===== src/rtl/fm_sb_trig_ctrl.sv =====
// Spy-buffer freeze/playback controller for the FM spy system: per-channel masked
// freeze and playback mode, trigger-delayed freeze, and a timed spy-memory init sweep.
module fm_sb_trig_ctrl #(
  parameter int SB_N      = 80,
  parameter int AXI_DW    = 32,
  parameter int PB_MODE_W = 2,
  parameter int POST_W    = 16,
  parameter int INIT_AW   = 10,
  localparam int MASK_W   = ((SB_N + AXI_DW - 1) / AXI_DW) * AXI_DW
) (
  input  logic                      axi_clk,
  input  logic                      axi_reset,
  input  logic                      global_freeze,
  input  logic [PB_MODE_W-1:0]      global_pb_mode,
  input  logic [MASK_W-1:0]         freeze_mask,
  input  logic [MASK_W-1:0]         playback_mask,
  input  logic                      trig_en,
  input  logic                      trig_in,
  input  logic                      rearm,
  input  logic [POST_W-1:0]         post_trig,
  input  logic                      init_req,
  output logic [SB_N-1:0]           freeze,
  output logic [SB_N*PB_MODE_W-1:0] playback_mode,
  output logic                      init_spy_mem,
  output logic [INIT_AW-1:0]        init_addr,
  output logic [1:0]                trig_state,
  output logic [POST_W-1:0]         post_cnt
);

  localparam logic [1:0] ST_IDLE     = 2'd0;
  localparam logic [1:0] ST_COUNTING = 2'd1;
  localparam logic [1:0] ST_FROZEN   = 2'd2;
  localparam logic [INIT_AW-1:0] ADDR_LAST = {INIT_AW{1'b1}};

  logic [1:0]                r_state;
  logic [1:0]                w_state_nxt;
  logic [POST_W-1:0]         r_post_cnt;
  logic [POST_W-1:0]         w_post_cnt_nxt;
  logic                      r_init;
  logic                      w_init_nxt;
  logic [INIT_AW-1:0]        r_addr;
  logic [INIT_AW-1:0]        w_addr_nxt;
  logic                      r_init_req_d;
  logic                      w_init_rise;
  logic                      w_frz_req;
  logic [SB_N-1:0]           r_freeze;
  logic [SB_N-1:0]           w_freeze_nxt;
  logic [SB_N*PB_MODE_W-1:0] r_pb;
  logic [SB_N*PB_MODE_W-1:0] w_pb_nxt;

  // Trigger FSM state and post-trigger counter registers
  always_ff @(posedge axi_clk) begin
    if (axi_reset) begin
      r_state    <= ST_IDLE;
      r_post_cnt <= {POST_W{1'b0}};
    end else begin
      r_state    <= w_state_nxt;
      r_post_cnt <= w_post_cnt_nxt;
    end
  end

  // Trigger FSM next state; trig_en low overrides everything, rearm beats a same-cycle trigger
  always_comb begin
    w_state_nxt    = r_state;
    w_post_cnt_nxt = r_post_cnt;
    if (!trig_en) begin
      w_state_nxt    = ST_IDLE;
      w_post_cnt_nxt = {POST_W{1'b0}};
    end else begin
      case (r_state)
        ST_IDLE: begin
          if (trig_in) begin
            if (post_trig == {POST_W{1'b0}}) begin
              w_state_nxt    = ST_FROZEN;
              w_post_cnt_nxt = {POST_W{1'b0}};
            end else begin
              w_state_nxt    = ST_COUNTING;
              w_post_cnt_nxt = post_trig;
            end
          end else begin
            w_state_nxt = ST_IDLE;
          end
        end
        ST_COUNTING: begin
          if (r_post_cnt <= POST_W'(1)) begin
            w_state_nxt    = ST_FROZEN;
            w_post_cnt_nxt = {POST_W{1'b0}};
          end else begin
            w_post_cnt_nxt = r_post_cnt - POST_W'(1);
          end
        end
        ST_FROZEN: begin
          if (rearm) begin
            w_state_nxt = ST_IDLE;
          end else begin
            w_state_nxt = ST_FROZEN;
          end
        end
        default: begin
          w_state_nxt    = ST_IDLE;
          w_post_cnt_nxt = {POST_W{1'b0}};
        end
      endcase
    end
  end

  // Sweep sequencing and per-channel freeze/playback; the sweep overrides the masks
  always_comb begin
    w_frz_req   = global_freeze | (r_state == ST_FROZEN);
    w_init_rise = init_req & ~r_init_req_d;
    w_init_nxt  = r_init;
    w_addr_nxt  = r_addr;
    if (r_init) begin
      if (r_addr == ADDR_LAST) begin
        w_init_nxt = 1'b0;
        w_addr_nxt = {INIT_AW{1'b0}};
      end else begin
        w_addr_nxt = r_addr + INIT_AW'(1);
      end
    end else if (w_init_rise) begin
      w_init_nxt = 1'b1;
      w_addr_nxt = {INIT_AW{1'b0}};
    end else begin
      w_init_nxt = 1'b0;
    end
    w_freeze_nxt = {SB_N{1'b0}};
    w_pb_nxt     = {(SB_N*PB_MODE_W){1'b0}};
    if (w_init_nxt) begin
      w_freeze_nxt = {SB_N{1'b1}};
    end else begin
      for (int i = 0; i < SB_N; i++) begin
        w_freeze_nxt[i] = w_frz_req & ~freeze_mask[i];
        w_pb_nxt[i*PB_MODE_W +: PB_MODE_W] =
          playback_mask[i] ? {PB_MODE_W{1'b0}} : global_pb_mode;
      end
    end
  end

  // Output and sweep registers; the edge detector loads init_req so a level held through reset is not an edge
  always_ff @(posedge axi_clk) begin
    if (axi_reset) begin
      r_init       <= 1'b0;
      r_addr       <= {INIT_AW{1'b0}};
      r_init_req_d <= init_req;
      r_freeze     <= {SB_N{1'b0}};
      r_pb         <= {(SB_N*PB_MODE_W){1'b0}};
    end else begin
      r_init       <= w_init_nxt;
      r_addr       <= w_addr_nxt;
      r_init_req_d <= init_req;
      r_freeze     <= w_freeze_nxt;
      r_pb         <= w_pb_nxt;
    end
  end

  generate
    if (MASK_W > SB_N) begin : g_mask_pad
      logic w_unused_mask_hi;
      assign w_unused_mask_hi = ^{freeze_mask[MASK_W-1:SB_N], playback_mask[MASK_W-1:SB_N]};
    end
  endgenerate

  assign freeze        = r_freeze;
  assign playback_mode = r_pb;
  assign init_spy_mem  = r_init;
  assign init_addr     = r_addr;
  assign trig_state    = r_state;
  assign post_cnt      = r_post_cnt;

endmodule


===== config.mk =====
export PLATFORM = sky130hd
export DESIGN_NAME = fm_sb_trig_ctrl
export DESIGN_NICKNAME = d
export VERILOG_FILES = /design/src/rtl/fm_sb_trig_ctrl.sv
export SDC_FILE = /design/constraint.sdc
export NUM_CORES = 1
export LEC_CHECK = 0
export BUFFER_PORTS_ARGS = -buffer_cell sky130_fd_sc_hd__buf_4
export CAP_MARGIN = 20
export CORE_AREA = 5 5 188 190
export DETAILED_ROUTE_END_ITERATION = 10
export DIE_AREA = 0 0 193 195
export PLACE_DENSITY_LB_ADDON = 0.05
export RECOVER_POWER = 25
export SKIP_CTS_REPAIR_TIMING = 1
export SLEW_MARGIN = 20
export SYNTH_ARGS = -nofsm -noshare
export SYNTH_HDL_FRONTEND = slang
export SYNTH_SLANG_ARGS = --single-unit

===== constraint.sdc =====
create_clock -name axi_clk -period 2.5 [get_ports axi_clk]
set_input_delay 0.25 -clock axi_clk [delete_from_list [all_inputs] [get_ports axi_clk]]
set_output_delay 0.25 -clock axi_clk [all_outputs]
set_load 0.01 [all_outputs]

==> results.md, run 1 <==
* Critical Setup Path Class: reg2reg
* Number of flops mapped to enable cells by yosys at 0
* Number of distinct library cells after synthesis at between 50 and 60
* Die extent in x at a little under 200 um
* Maximum capacitance violations at 0
* Share of cells above drive strength 1 at ~28%
* Cell with the most instances after synthesis: sky130_fd_sc_hd__dfxtp_1
* DIE AREA at between 30000 and 40000 sq um
* CTS tree: yes
* Element type at the critical path start: register
* Number of inserted filler cells in the final layout at around 3300
* Detailed-route DRC error count at 0
* Power Density at ~780 nW/um^2
* CP endpoint kind: register
* Number of buffer cells added on primary ports at 453
* Insertion delay of the later-clocked pin in the worst-skew pair at around 560 ps
* Sum of negative setup slack at 0 ps
* FF/Latch Area at 5405 sq um
* Number of endpoints failing setup at the final stage at 0
* DRT Pass-1 Iters at 4
* Pint at between 8 and 9 mW
* Syn Area/Cell at about 11 sq um
* Status: finished with violations
* Remaining global-route overflow at 0
* Starting density of the core at 22.99%
* All-Layer GR Usage at roughly 14%
* Library cell occupying the most area in the post-synthesis netlist: sky130_fd_sc_hd__dfxtp_1
* Final setup skew at roughly 13 ps
* Dominant register cell in the synthesized netlist: sky130_fd_sc_hd__dfxtp_1
* Cell types with the largest area share after synthesis: sky130_fd_sc_hd__dfxtp_1 71%, sky130_fd_sc_hd__nor2_1 8.7%, sky130_fd_sc_hd__o21ai_0 6.0%
* Unrepaired setup endpoints after global routing: false
* Final count of pins violating max slew at 0
* Final min period at roughly 2200 ps
* Cell area after synthesis at between 7000 and 8000 sq um
* Share of Yosys cell area claimed by the top area cell type at a little over two thirds
* Startpoint of the lowest-slack hold path: trig_in
* First-pass GRT wire length at ~42000 um
* Switching part of the total at between 20% and 30%
* Worst slew margin relative to its limit at 52.04%
* Critical Path RT at between 2000 and 3000 ps
* Count of warnings emitted by yosys at 0
* Tcrit/Tclk final at 86.13%
* Highest Clock Rate at about 460 MHz
* Placeable core area at roughly 33000 sq um
* Buffer depth of the longest clock path at 3
* Via count at roughly 7400
* Path category of the worst min-delay check: in2reg
* Placer's final routability congestion estimate at between 0.7 and 0.8
* Power share of the clock group at 43.2%
* Cell at the root of the clock tree: sky130_fd_sc_hd__clkbuf_16
* Proportion of power drawn by flip-flops and latches at 43.3%
* Start of the worst register-to-register path: post_cnt[0]
* Count of antenna-violating nets left after detailed routing at 0
* Worst Hold Slack at -23.14 ps
* First element of the critical path: post_cnt[0]
* Crit Path Max Fanout at 6
* Fraction of registers with async set or reset after synthesis at 0%
* Leakage power of the design at roughly 6 nW
* Antenna Cells at 0
* Combinational power share at 13.5%
* Post-synth net total at roughly 940
* Most numerous cell types in the synthesized netlist: 270 x sky130_fd_sc_hd__dfxtp_1, 178 x sky130_fd_sc_hd__nor2_1, 91 x sky130_fd_sc_hd__o21ai_0
* Tightest Pin Transition at roughly 700 ps
* Clock buffer count from CTS at 31
* Violated checks: negative hold slack
* Routed via count divided by cell count at a little over 4
* Area of the multi-input gates at about 2100 sq um
* Flops & latches, synth at 270
* Number of H-tree levels at 1
* Switching component of the power at about 2.6 mW
* Arrival time worst endpoint at 2620 ps
* Maximum number of pins on one net before global-route repair at 81
* Antenna violations before repair at 1
* Sequential area share after synthesis at between 70% and 80%
* DRT iter0 DRCs at between 200 and 250
* Total wire length at around 30000 um
* Cells after synthesis at about 720
* Number of global-route vias before repair at just under 7000
* Clock-pin slew of the registers on the worst-case setup and hold paths at ~60 ps
* VDD IR max at approximately 0.00053 V
* FP Rows at 67
* # IOs at approximately 490
* Half-perimeter wire length after detailed placement at around 22000 um
* Final #Nets at about 1600
* Final hold violation count at 1
* Routed length per instance at 16.79 um
* Vertical extent of the die at between 150 and 200 um
* Synthesis-to-finish area growth at 81.92%
* Count of clock tree sinks at between 200 and 300
==> flip-flops by register name, indices dropped and copies added (netlist names) <==
register and flops:
post_cnt 16, init_addr 10, trig_state 2, r_init_req_d 1, init_spy_mem 1, freeze 80, playback_mode 160
==> worst max-delay path: stages, from the launching register on <==
cell and delay [ps]:
sky130_fd_sc_hd__dfxtp_1 420, sky130_fd_sc_hd__inv_1 100, sky130_fd_sc_hd__ha_1 250, sky130_fd_sc_hd__o211ai_1 410
sky130_fd_sc_hd__o21ai_1 130, sky130_fd_sc_hd__or4_1 480, sky130_fd_sc_hd__a311oi_1 270
==> logic make-up after synthesis <==
group           synth area share, %
fa+ha+maj                    0.4906
flops                         70.63
mux                          0.1471
xor+xnor                     0.3434
compound gates                10.99
simple gates                  14.91
buf+inv                       2.485
==> power groups by stage <==
stage	logic [mW]	clock network [mW]	registers (mW)
after global placement	1.38	0	4.77
after CTS	1.38	4.83	4.68
after global routing	1.59	4.99	4.71
after floorplan	0.377	0	4.90
final	1.45	4.66	4.68
after detailed placement	1.38	0	4.77
==> layer usage <==
layer,global-route usage [%],vias to the layer above,share of wire (%)
met4,3.278,2,2.3
li1,-,3680,-
met2,24.78,307,48
met1,15.72,3374,39
met3,7.143,50,11
met5,0,-,0.046
==> metrics by stage <==
step	power (mW)	instance area (sq um)	utilization, %	worst slack, ps	instances
6_report	10.79	13920	41.83	346.8	1824
5_1_grt	11.29	13920	41.83	205.4	1824
4_1_cts	10.89	12700	38.16	353.5	1652
3_5_place_dp	6.149	11640	34.99	375.2	1598
3_3_place_gp	6.158	11640	34.99	409.2	1598
2_1_floorplan	5.281	7652	-	475.6	722
==> layout by cell type (no fill, tap or decap), types with 5 or more instances in the layout <==
cell type and instances:
sky130_fd_sc_hd__clkbuf_16 31, sky130_fd_sc_hd__a221o_1 6, sky130_fd_sc_hd__nand3_1 6, sky130_fd_sc_hd__clkbuf_1 140, sky130_fd_sc_hd__nor2b_1 6, sky130_fd_sc_hd__nor3_1 9
sky130_fd_sc_hd__clkbuf_8 6, sky130_fd_sc_hd__o21ai_1 6, sky130_fd_sc_hd__a21oi_1 14, sky130_fd_sc_hd__nor4_1 9, sky130_fd_sc_hd__nand2_1 10, sky130_fd_sc_hd__dlygate4sd3_1 172
sky130_fd_sc_hd__dfxtp_1 270, sky130_fd_sc_hd__inv_1 10, sky130_fd_sc_hd__o21ai_0 91, sky130_fd_sc_hd__nor2_1 178, sky130_fd_sc_hd__or3_1 5, sky130_fd_sc_hd__buf_4 329
==> worst paths after layout <==
check,slack (ps),cells past startpoint,to
worst min-delay path,-20,3,trig_state[0]
worst min register to register,510,2,init_addr[9]
worst max register to register,350,6,post_cnt[12]
worst max-delay path,350,6,post_cnt[12]
==> area by class of cell <==
class,count,area share [%]
Clock buffer,44,6.354
Sequential cell,270,38.83
Timing Repair Buffer,638,34.27
Inverter,10,0.2696
Multi-Input combinational cell,404,15.04
Clock inverter,10,1.213
Tap cell,448,4.027
(Power assumes the default switching activity.)
==> run 2, diff against run 1 <==
- RECOVER_POWER: 25 -> 50
==> run 2 against run 1 <==
The flow still finishes with violations (negative hold slack); flip-flop and latch count did not move; global-route usage did not move; register-to-register slack barely moved; clock power barely moved; largest cell class unchanged; worst setup slack improved by 3.9 ps; final cell count did not move; hold slack improved by 0.52 ps; via count barely moved; routed wire length rose by 0.34%; critical endpoint unchanged; combinational power fell by 5%; die area did not move; sequential power barely moved.
==> results.md, run 2 (synthesis results as in run 1) <==
* DIE AREA at approximately 38000 sq um
* Worst slew margin relative to its limit at a little over half
* DRT Pass-1 Iters at 4
* Number of H-tree levels at 1
* Maximum capacitance violations at 0
* Number of buffer cells added on primary ports at around 450
* Final count of pins violating max slew at 0
* Share of cells above drive strength 1 at 18.75%
* Number of endpoints failing setup at the final stage at 0
* Hold path depth at 3
* GRT Max-Usage Layer: met2
* Critical Path RT at between 2000 and 3000 ps
* Tcrit/Tclk final at 85.97%
* Half-perimeter wire length after detailed placement at 22000 um
* Synthesis-to-finish area growth at 75.34%
* # IOs at 486
* R2R cell count at 6
* Element type at the critical path start: register
* Final hold violation count at 1
* Crit Path Max Fanout at 6
* Final setup skew at 14.06 ps
* Remaining global-route overflow at 0
* Max FFs per register at 160
* Clock-pin slew of the registers on the worst-case setup and hold paths at ~60 ps
* Starting density of the core at approximately 23%
* CTS tree: yes
* Met1 layer usage reported by global route at around 16%
* Critical Setup Path Class: reg2reg
* Power Density at 798.6 nW/um^2
* DRT iter0 DRCs at ~210
* Detailed-route DRC error count at 0
* Routed via count divided by cell count at around 4.1
* Dpl ws at 375.2 ps
* Final design area excluding fillers at about 13000 sq um
* Clock buffer count from CTS at 31
* Maximum number of pins on one net before global-route repair at 81
* Insertion delay of the later-clocked pin in the worst-skew pair at 560 ps
* Routed length per instance at approximately 17 um
* Count of clock tree sinks at between 200 and 300
* All-Layer GR Usage at roughly 14%
* Highest-count cells in the layout ignoring fill and taps: 274 x sky130_fd_sc_hd__clkbuf_1, 270 x sky130_fd_sc_hd__dfxtp_1, 195 x sky130_fd_sc_hd__buf_4
* Total cell area at the placement stage at about 12000 sq um
* Cell at the root of the clock tree: sky130_fd_sc_hd__clkbuf_16
* Final min period at 2149 ps
* Highest Clock Rate at 465.3 MHz
* First-pass GRT wire length at around 42000 um
* Crit path setup slack, layout at approximately 350 ps
* Met2 demand-to-capacity share in global routing at 24.78%
* Final #Nets at 1575
* Commonest non-fill, non-tap cell in the layout: sky130_fd_sc_hd__clkbuf_1
* Antenna violations before repair at 1
* Violated checks: negative hold slack
* VDD IR max at between 0.0005 and 0.0006 V
* Placeable core area at 33280 sq um
* Placer's final routability congestion estimate at ~0.77
* FP Rows at 67
* Path category of the worst min-delay check: in2reg
* Global routing usage on met3 at about 7.1%
* Status: finished with violations
* Number of global-route vias before repair at roughly 7000
* Die extent in x at approximately 190 um
* Total wire length at around 31000 um
* Leakage power of the design at 5.622 nW
* Buffer depth of the longest clock path at 3
* CP endpoint kind: register
* Tightest Pin Transition at between 700 and 800 ps
* Worst reg-to-reg setup slack at 350 ps
* Sum of negative setup slack at 0 ps
* Unrepaired setup endpoints after global routing: false
* Count of antenna-violating nets left after detailed routing at 0
* Via count at between 7000 and 8000
* Worst Hold Slack at -22.62 ps
* Vertical extent of the die at ~200 um
* Antenna Cells at 0
* Arrival time worst endpoint at between 2000 and 3000 ps
-- run 2: cell count changes in the layout (fill, tap and decap cells not counted) --
cell                       before  now
sky130_fd_sc_hd__buf_4        329  195
sky130_fd_sc_hd__clkbuf_1     140  274
-- run 2: worst paths after layout --
kind	from	endpoint
max	post_cnt[0]	post_cnt[12]
min	trig_in	trig_state[0]
max reg2reg	post_cnt[0]	post_cnt[12]
min reg2reg	init_addr[9]	init_addr[9]
-- run 2: per-stage QoR --
step	utilization (%)	cells	power (mW)
after CTS	38.16	1652	10.89
after global routing	40.32	1824	11.22
after detailed placement	34.99	1598	6.149
after global placement	34.99	1598	6.158
final	40.32	1824	10.72
after floorplan	-	722	5.281
-- run 2: power breakdown --
| part | leakage [nW] | total, mW | internal (mW) | switching [mW] |
|---|---|---|---|---|
| logic | 2.88 | 1.38 | 0.654 | 0.730 |
| registers | 2.22 | 4.68 | 4.57 | 0.102 |
| clock network | 0.520 | 4.66 | 2.86 | 1.79 |
-- run 2: cell type report --
class / count / area, sq um
Fill cell: 3477 / 19860
Sequential cell: 270 / 5405
Timing Repair Buffer: 638 / 4268
Multi-Input combinational cell: 404 / 2093
Clock buffer: 44 / 884.6
Tap cell: 448 / 560.5
Clock inverter: 10 / 168.9
Inverter: 10 / 37.54
-- run 2: routing by layer --
metal	wire (um)	share of wire [%]
met2	14510	47
met3	3205	10
met4	715	2.3
met5	14	0.046
met1	12280	40
-- run 2: worst max-delay path, stage by stage (launching register included) --
cell and delay (ps):
sky130_fd_sc_hd__dfxtp_1 420, sky130_fd_sc_hd__inv_1 100, sky130_fd_sc_hd__ha_1 250, sky130_fd_sc_hd__o211ai_1 410
sky130_fd_sc_hd__o21ai_1 130, sky130_fd_sc_hd__or4_1 480, sky130_fd_sc_hd__a311oi_1 270
